<file path="src/rtl/dsp_mac_mc.sv">
// rtl/dsp_mac_mc.sv - multi-channel saturating signed MAC slice with valid/ready streams
// Optional pre-adder (product = (in_d + in_b) * in_a) is enabled by defining DSP_PREADD_EN.
module dsp_mac_mc #(
    parameter int A_WIDTH   = 18,
    parameter int B_WIDTH   = 18,
    parameter int ACC_WIDTH = 48,
    parameter int N_CH      = 4,
    localparam int CH_W     = (N_CH > 1) ? $clog2(N_CH) : 1
) (
    input  logic                 CLK,
    input  logic                 RST_N,
    input  logic                 in_valid,
    output logic                 in_ready,
    input  logic [A_WIDTH-1:0]   in_a,
    input  logic [B_WIDTH-1:0]   in_b,
    input  logic [B_WIDTH-1:0]   in_d,
    input  logic [CH_W-1:0]      in_ch,
    input  logic                 in_first,
    input  logic                 in_last,
    input  logic                 in_sub,
    output logic                 out_valid,
    input  logic                 out_ready,
    output logic [ACC_WIDTH-1:0] out_p,
    output logic [CH_W-1:0]      out_ch,
    output logic                 out_ovf
);
`ifdef DSP_PREADD_EN
    localparam int M_W = B_WIDTH + 1;
`else
    localparam int M_W = B_WIDTH;
`endif
    localparam int PROD_W = A_WIDTH + M_W;
    localparam int CH_MAX = 1 << CH_W;
    localparam logic [ACC_WIDTH-1:0] SAT_MAX = {1'b0, {(ACC_WIDTH-1){1'b1}}};
    localparam logic [ACC_WIDTH-1:0] SAT_MIN = {1'b1, {(ACC_WIDTH-1){1'b0}}};

    logic en;
    assign en       = !out_valid || out_ready;
    assign in_ready = en;

    logic signed [M_W-1:0] m_in;
`ifdef DSP_PREADD_EN
    assign m_in = M_W'(signed'(in_d)) + M_W'(signed'(in_b));
`else
    logic unused_d;
    assign unused_d = ^in_d;
    assign m_in     = in_b;
`endif

    logic                        s1_valid, s1_first, s1_last, s1_sub;
    logic signed [A_WIDTH-1:0]   s1_a;
    logic signed [M_W-1:0]       s1_m;
    logic [CH_W-1:0]             s1_ch;
    logic                        s2_valid, s2_first, s2_last, s2_sub;
    logic signed [PROD_W-1:0]    s2_prod;
    logic [CH_W-1:0]             s2_ch;
    logic                        s3_valid, s3_first, s3_last;
    logic signed [ACC_WIDTH:0]   s3_addend;
    logic [CH_W-1:0]             s3_ch;

    logic signed [ACC_WIDTH-1:0] acc [CH_MAX];
    logic [CH_MAX-1:0]           ovf;

    logic [CH_MAX-1:0]           ch_mask;
    logic                        s3_ch_ok, s3_ovf_now, s3_ovf_new;
    logic signed [ACC_WIDTH:0]   s3_base, s3_sum, s2_ext;
    logic [ACC_WIDTH-1:0]        s3_clamped;

    // Sum is one bit wider than the accumulator so overflow shows as a sign disagreement.
    always_comb begin
        for (int i = 0; i < CH_MAX; i++) ch_mask[i] = (i < N_CH);
        s2_ext     = (ACC_WIDTH+1)'(s2_prod);
        s3_ch_ok   = ch_mask[s3_ch];
        s3_base    = s3_first ? '0 : (ACC_WIDTH+1)'(acc[s3_ch]);
        s3_sum     = s3_base + s3_addend;
        s3_ovf_now = s3_sum[ACC_WIDTH] ^ s3_sum[ACC_WIDTH-1];
        if (!s3_ovf_now)
            s3_clamped = s3_sum[ACC_WIDTH-1:0];
        else if (s3_sum[ACC_WIDTH])
            s3_clamped = SAT_MIN;
        else
            s3_clamped = SAT_MAX;
        s3_ovf_new = (s3_first ? 1'b0 : ovf[s3_ch]) | s3_ovf_now;
    end

    always_ff @(posedge CLK or negedge RST_N) begin
        if (!RST_N) begin
            s1_valid <= 1'b0; s1_first <= 1'b0; s1_last <= 1'b0; s1_sub <= 1'b0;
            s1_a     <= '0;   s1_m     <= '0;   s1_ch   <= '0;
            s2_valid <= 1'b0; s2_first <= 1'b0; s2_last <= 1'b0; s2_sub <= 1'b0;
            s2_prod  <= '0;   s2_ch    <= '0;
            s3_valid <= 1'b0; s3_first <= 1'b0; s3_last <= 1'b0;
            s3_addend <= '0;  s3_ch    <= '0;
            for (int i = 0; i < CH_MAX; i++) acc[i] <= '0;
            ovf       <= '0;
            out_valid <= 1'b0;
            out_p     <= '0;
            out_ch    <= '0;
            out_ovf   <= 1'b0;
        end else if (en) begin
            s1_valid <= in_valid;
            s1_a     <= in_a;
            s1_m     <= m_in;
            s1_ch    <= in_ch;
            s1_first <= in_first;
            s1_last  <= in_last;
            s1_sub   <= in_sub;

            s2_valid <= s1_valid;
            s2_prod  <= PROD_W'(s1_a) * PROD_W'(s1_m);
            s2_ch    <= s1_ch;
            s2_first <= s1_first;
            s2_last  <= s1_last;
            s2_sub   <= s1_sub;

            // Subtraction is folded into the addend so the accumulate stage is a plain add.
            s3_valid  <= s2_valid;
            s3_addend <= s2_sub ? -s2_ext : s2_ext;
            s3_ch     <= s2_ch;
            s3_first  <= s2_first;
            s3_last   <= s2_last;

            if (s3_valid && s3_ch_ok) begin
                acc[s3_ch] <= s3_clamped;
                ovf[s3_ch] <= s3_ovf_new;
            end

            if (s3_valid && s3_ch_ok && s3_last) begin
                out_valid <= 1'b1;
                out_p     <= s3_clamped;
                out_ch    <= s3_ch;
                out_ovf   <= s3_ovf_new;
            end else begin
                out_valid <= 1'b0;
            end
        end
    end
endmodule

</file>
<file path="config.mk">
export PLATFORM = sky130hd
export DESIGN_NAME = dsp_mac_mc
export DESIGN_NICKNAME = d
export VERILOG_FILES = /design/src/rtl/dsp_mac_mc.sv
export SDC_FILE = /design/constraint.sdc
export NUM_CORES = 2
export LEC_CHECK = 0
export CAP_MARGIN = 20
export CORE_MARGIN = 4
export CORE_UTILIZATION = 33
export DETAILED_ROUTE_END_ITERATION = 10
export GPL_TIMING_DRIVEN = 0
export HOLD_SLACK_MARGIN = 0.15
export SLEW_MARGIN = 20
export SYNTH_ARGS = -nofsm -noshare
export SYNTH_HDL_FRONTEND = slang
export SYNTH_SLANG_ARGS = --single-unit
</file>
<file path="constraint.sdc">
create_clock -name CLK -period 19.82 [get_ports CLK]
set_clock_uncertainty 0.2 [all_clocks]
set_input_delay 1.982 -clock CLK [delete_from_list [all_inputs] [get_ports CLK]]
set_output_delay 1.982 -clock CLK [all_outputs]
set_load 0.01 [all_outputs]
</file>
==> run metrics <==
Detailed Route WL=92700 µm; Final Hold Viols=0; Clock Path Buffers=3; I/O Buffers=97; Mean Syn Cell Area=9.37 µm²; die area=99600 µm²; CP Capture Type=primary output; Critical Path RT=17.64 ns; number of DRC markers in iteration 0=1845; Core ar.=93600 µm²; setup TNS=0 ns; critical path arrival=roughly 5.7 ns; synthesis-stage register bit count=just under 400; P&R area growth vs syn=13.6%; post-synth cell types=72; critical path type=input port to primary output; Avg WL per Cell=19.4 µm; Synth top area share=30.9%; # Post-CTS Setup Buffers=0; critical path peak fanout=10; Clk Latency, worst-skew pair=0.58 ns; Startpoint Class=input port; Post-DP HPWL=73400 µm; status=finished clean; placement row count=approximately 110; Final nets=4015; initial antenna violation count=2; Max H-tree Level=2; Syn Inst Count=3332; number of I/O pins=116; DRC Markers=0; vias in the first global route=24500; CTS Buf Count=44; layout cells sized above 1=5.72%; clock root cell=clkbuf_16; Synth area leader=dfrtp_1; cts repair resizes=0; synthesized cell area=around 31000 µm²; starting density of the core=33.4%; Async SR Flop Fraction=100%; post-synthesis compound-gate area fraction=11.2%; Final Slew Violations=0; Post-Synth Simple-Gate Area=between 15 and 20%; Seq/Total Area, Yosys=a little under a third; top_reg_cell synth=dfrtp_1; final hold slack=0.269 ns; adder-cell share of the synthesized area=between 20% and 30%; clk slew on worst S/H paths=0.06 ns; max cap viols=0; final setup vio count=0; mux contribution to synthesized area=4.65%; Worst Tran Pin Value=1.07 ns; CTS Hold Bufs=0; Ys Warns=0; Die X=316 µm; clk sinks=between 300 and 400; RSZ-0062 raised after global routing=false; syn nets=3867; largest family of logic cells by synthesized area=adder cells; CTS tree=built; Min Clock Period, post-route=7.87 ns; Chip Height=316 µm; global-route usage over all layers=18.8%; reg2reg path depth=25; GPL Wtd Cong=0.917; max_slew headroom=28.6%; Hold/Removal Path Class=flop to flop; EDFF count, synth=0; final period utilization=39.7%; # diodes=0; top post-synthesis cells by area=dfrtp_1, fa_1, nand2_1, ha_1, inv_1; via-per-instance ratio=4.99; wire length of the first global-routing pass=145000 µm; Worst Hold Depth=2; f_max=127 MHz; post-route ant nets=0; iteration count of the initial detailed-routing pass=5; via count of the routed design=23800; XOR/XNOR share of the synthesized area=between 3 and 4%; largest net degree at the start of global routing=95; Remaining Overflow, GRT=0
[cell type report]
class,count,area [µm²]
well taps,1254,1570
clock buffers,62,1270
inverters,395,1480
clock inverters,20,312
flip-flops and latches,386,9660
plain buffers,172,673
repair buffers,102,1090
multi-input cells,2379,19400
fillers,9551,58100
[per-stage QoR]
step | util (%) | worst slack, ns | std cells | cell area, µm²
6_report | 37.9 | 11.95 | 4770 | 35500
5_1_grt | 37.9 | 11.60 | 4770 | 35500
4_1_cts | 37.9 | 11.88 | 4770 | 35500
3_5_place_dp | 36.2 | 11.90 | 4688 | 33900
3_3_place_gp | 36.1 | -0.871 | 4683 | 33800
2_1_floorplan | - | 13.26 | 3332 | 31200
[sequential cells by signal, summed over array words and instances, names as in the netlist, 2 cells and up]
register,count
s1_a,18
acc,192
out_p,48
s1_ch,2
ovf,4
out_ch,2
s2_prod,36
s2_ch,2
s1_m,18
s3_addend,49
s3_ch,2
[worst paths after layout]
kind	from	endpoint	slack [ns]
max in group asynchronous	RST_N	acc[46]	17.03
min reg2reg	s2_valid	s2_valid	0.27
max reg2reg	s1_a[7]	s2_prod[34]	12.02
max	out_ready	in_ready	11.95
min in group asynchronous	RST_N	out_p[11]	1.10
min	s2_valid	s2_valid	0.27
[Yosys cell counts (all sizes together), types with 11 or more instances]
library cell,n
xnor2,54
nand2,641
nor2,141
nand4,13
mux4,48
o21bai,21
fa,330
xor2,56
buf,21
dfrtp,386
nand3,17
a21o,33
and2,169
nor3,12
and3,12
nand2b,15
clkbuf,151
a21oi,134
ha,142
o21ai,285
inv,395
a31oi,12
nor2b,53
mux2,30
o21a,28
or3,11
o31ai,14
[placed cells by master (no fill, tap or decap), types with 8 or more instances in the layout]
cell type	n
o22a_1	10
ha_1	142
clkbuf_1	160
a21o_1	33
a21oi_1	134
mux2_2	30
clkbuf_16	45
nand2_1	641
nor2_1	141
a31oi_1	12
nand4_1	13
nor2b_1	53
o31ai_1	13
mux4_2	48
nor3_1	11
and2_1	169
clkbuf_8	8
nand2b_1	15
inv_1	395
xnor2_1	54
xor2_1	56
dfrtp_1	386
and3_1	12
o21bai_1	21
buf_1	9
o21a_1	28
fa_1	330
clkdlybuf4s50_1	96
a211oi_1	10
o21ai_0	280
nand3_1	17
[per-layer routing]
metal  global-route usage [%]  share of wire, %  wire, µm
met5                        0                 0         0
met4                     5.59               3.3      3080
met3                     3.28               6.3      5830
met2                     31.1                47     43300
met1                     25.4                44     40500
[worst max-delay path: stages]
cell	delay (ns)
clkdlybuf4s50_1	0.47
nor2b_1	0.08
clkbuf_1	0.27
inv_1	0.26
clkbuf_1	0.73
clkbuf_1	0.54
buf_1	0.54
clkdlybuf4s50_1	0.80
[kinds of logic after synthesis]
kind of cell / count (synthesis)
and+or+nand+nor: 1119
AOI/OAI and AO/OA: 596
buffers and inverters: 567
adders and majority gates: 473
DFF: 386
xor gates and xnor gates: 110
muxes: 81
Power is not shown: default switching activity piles up to over one toggle a cycle in this logic, so the estimate is an artifact.
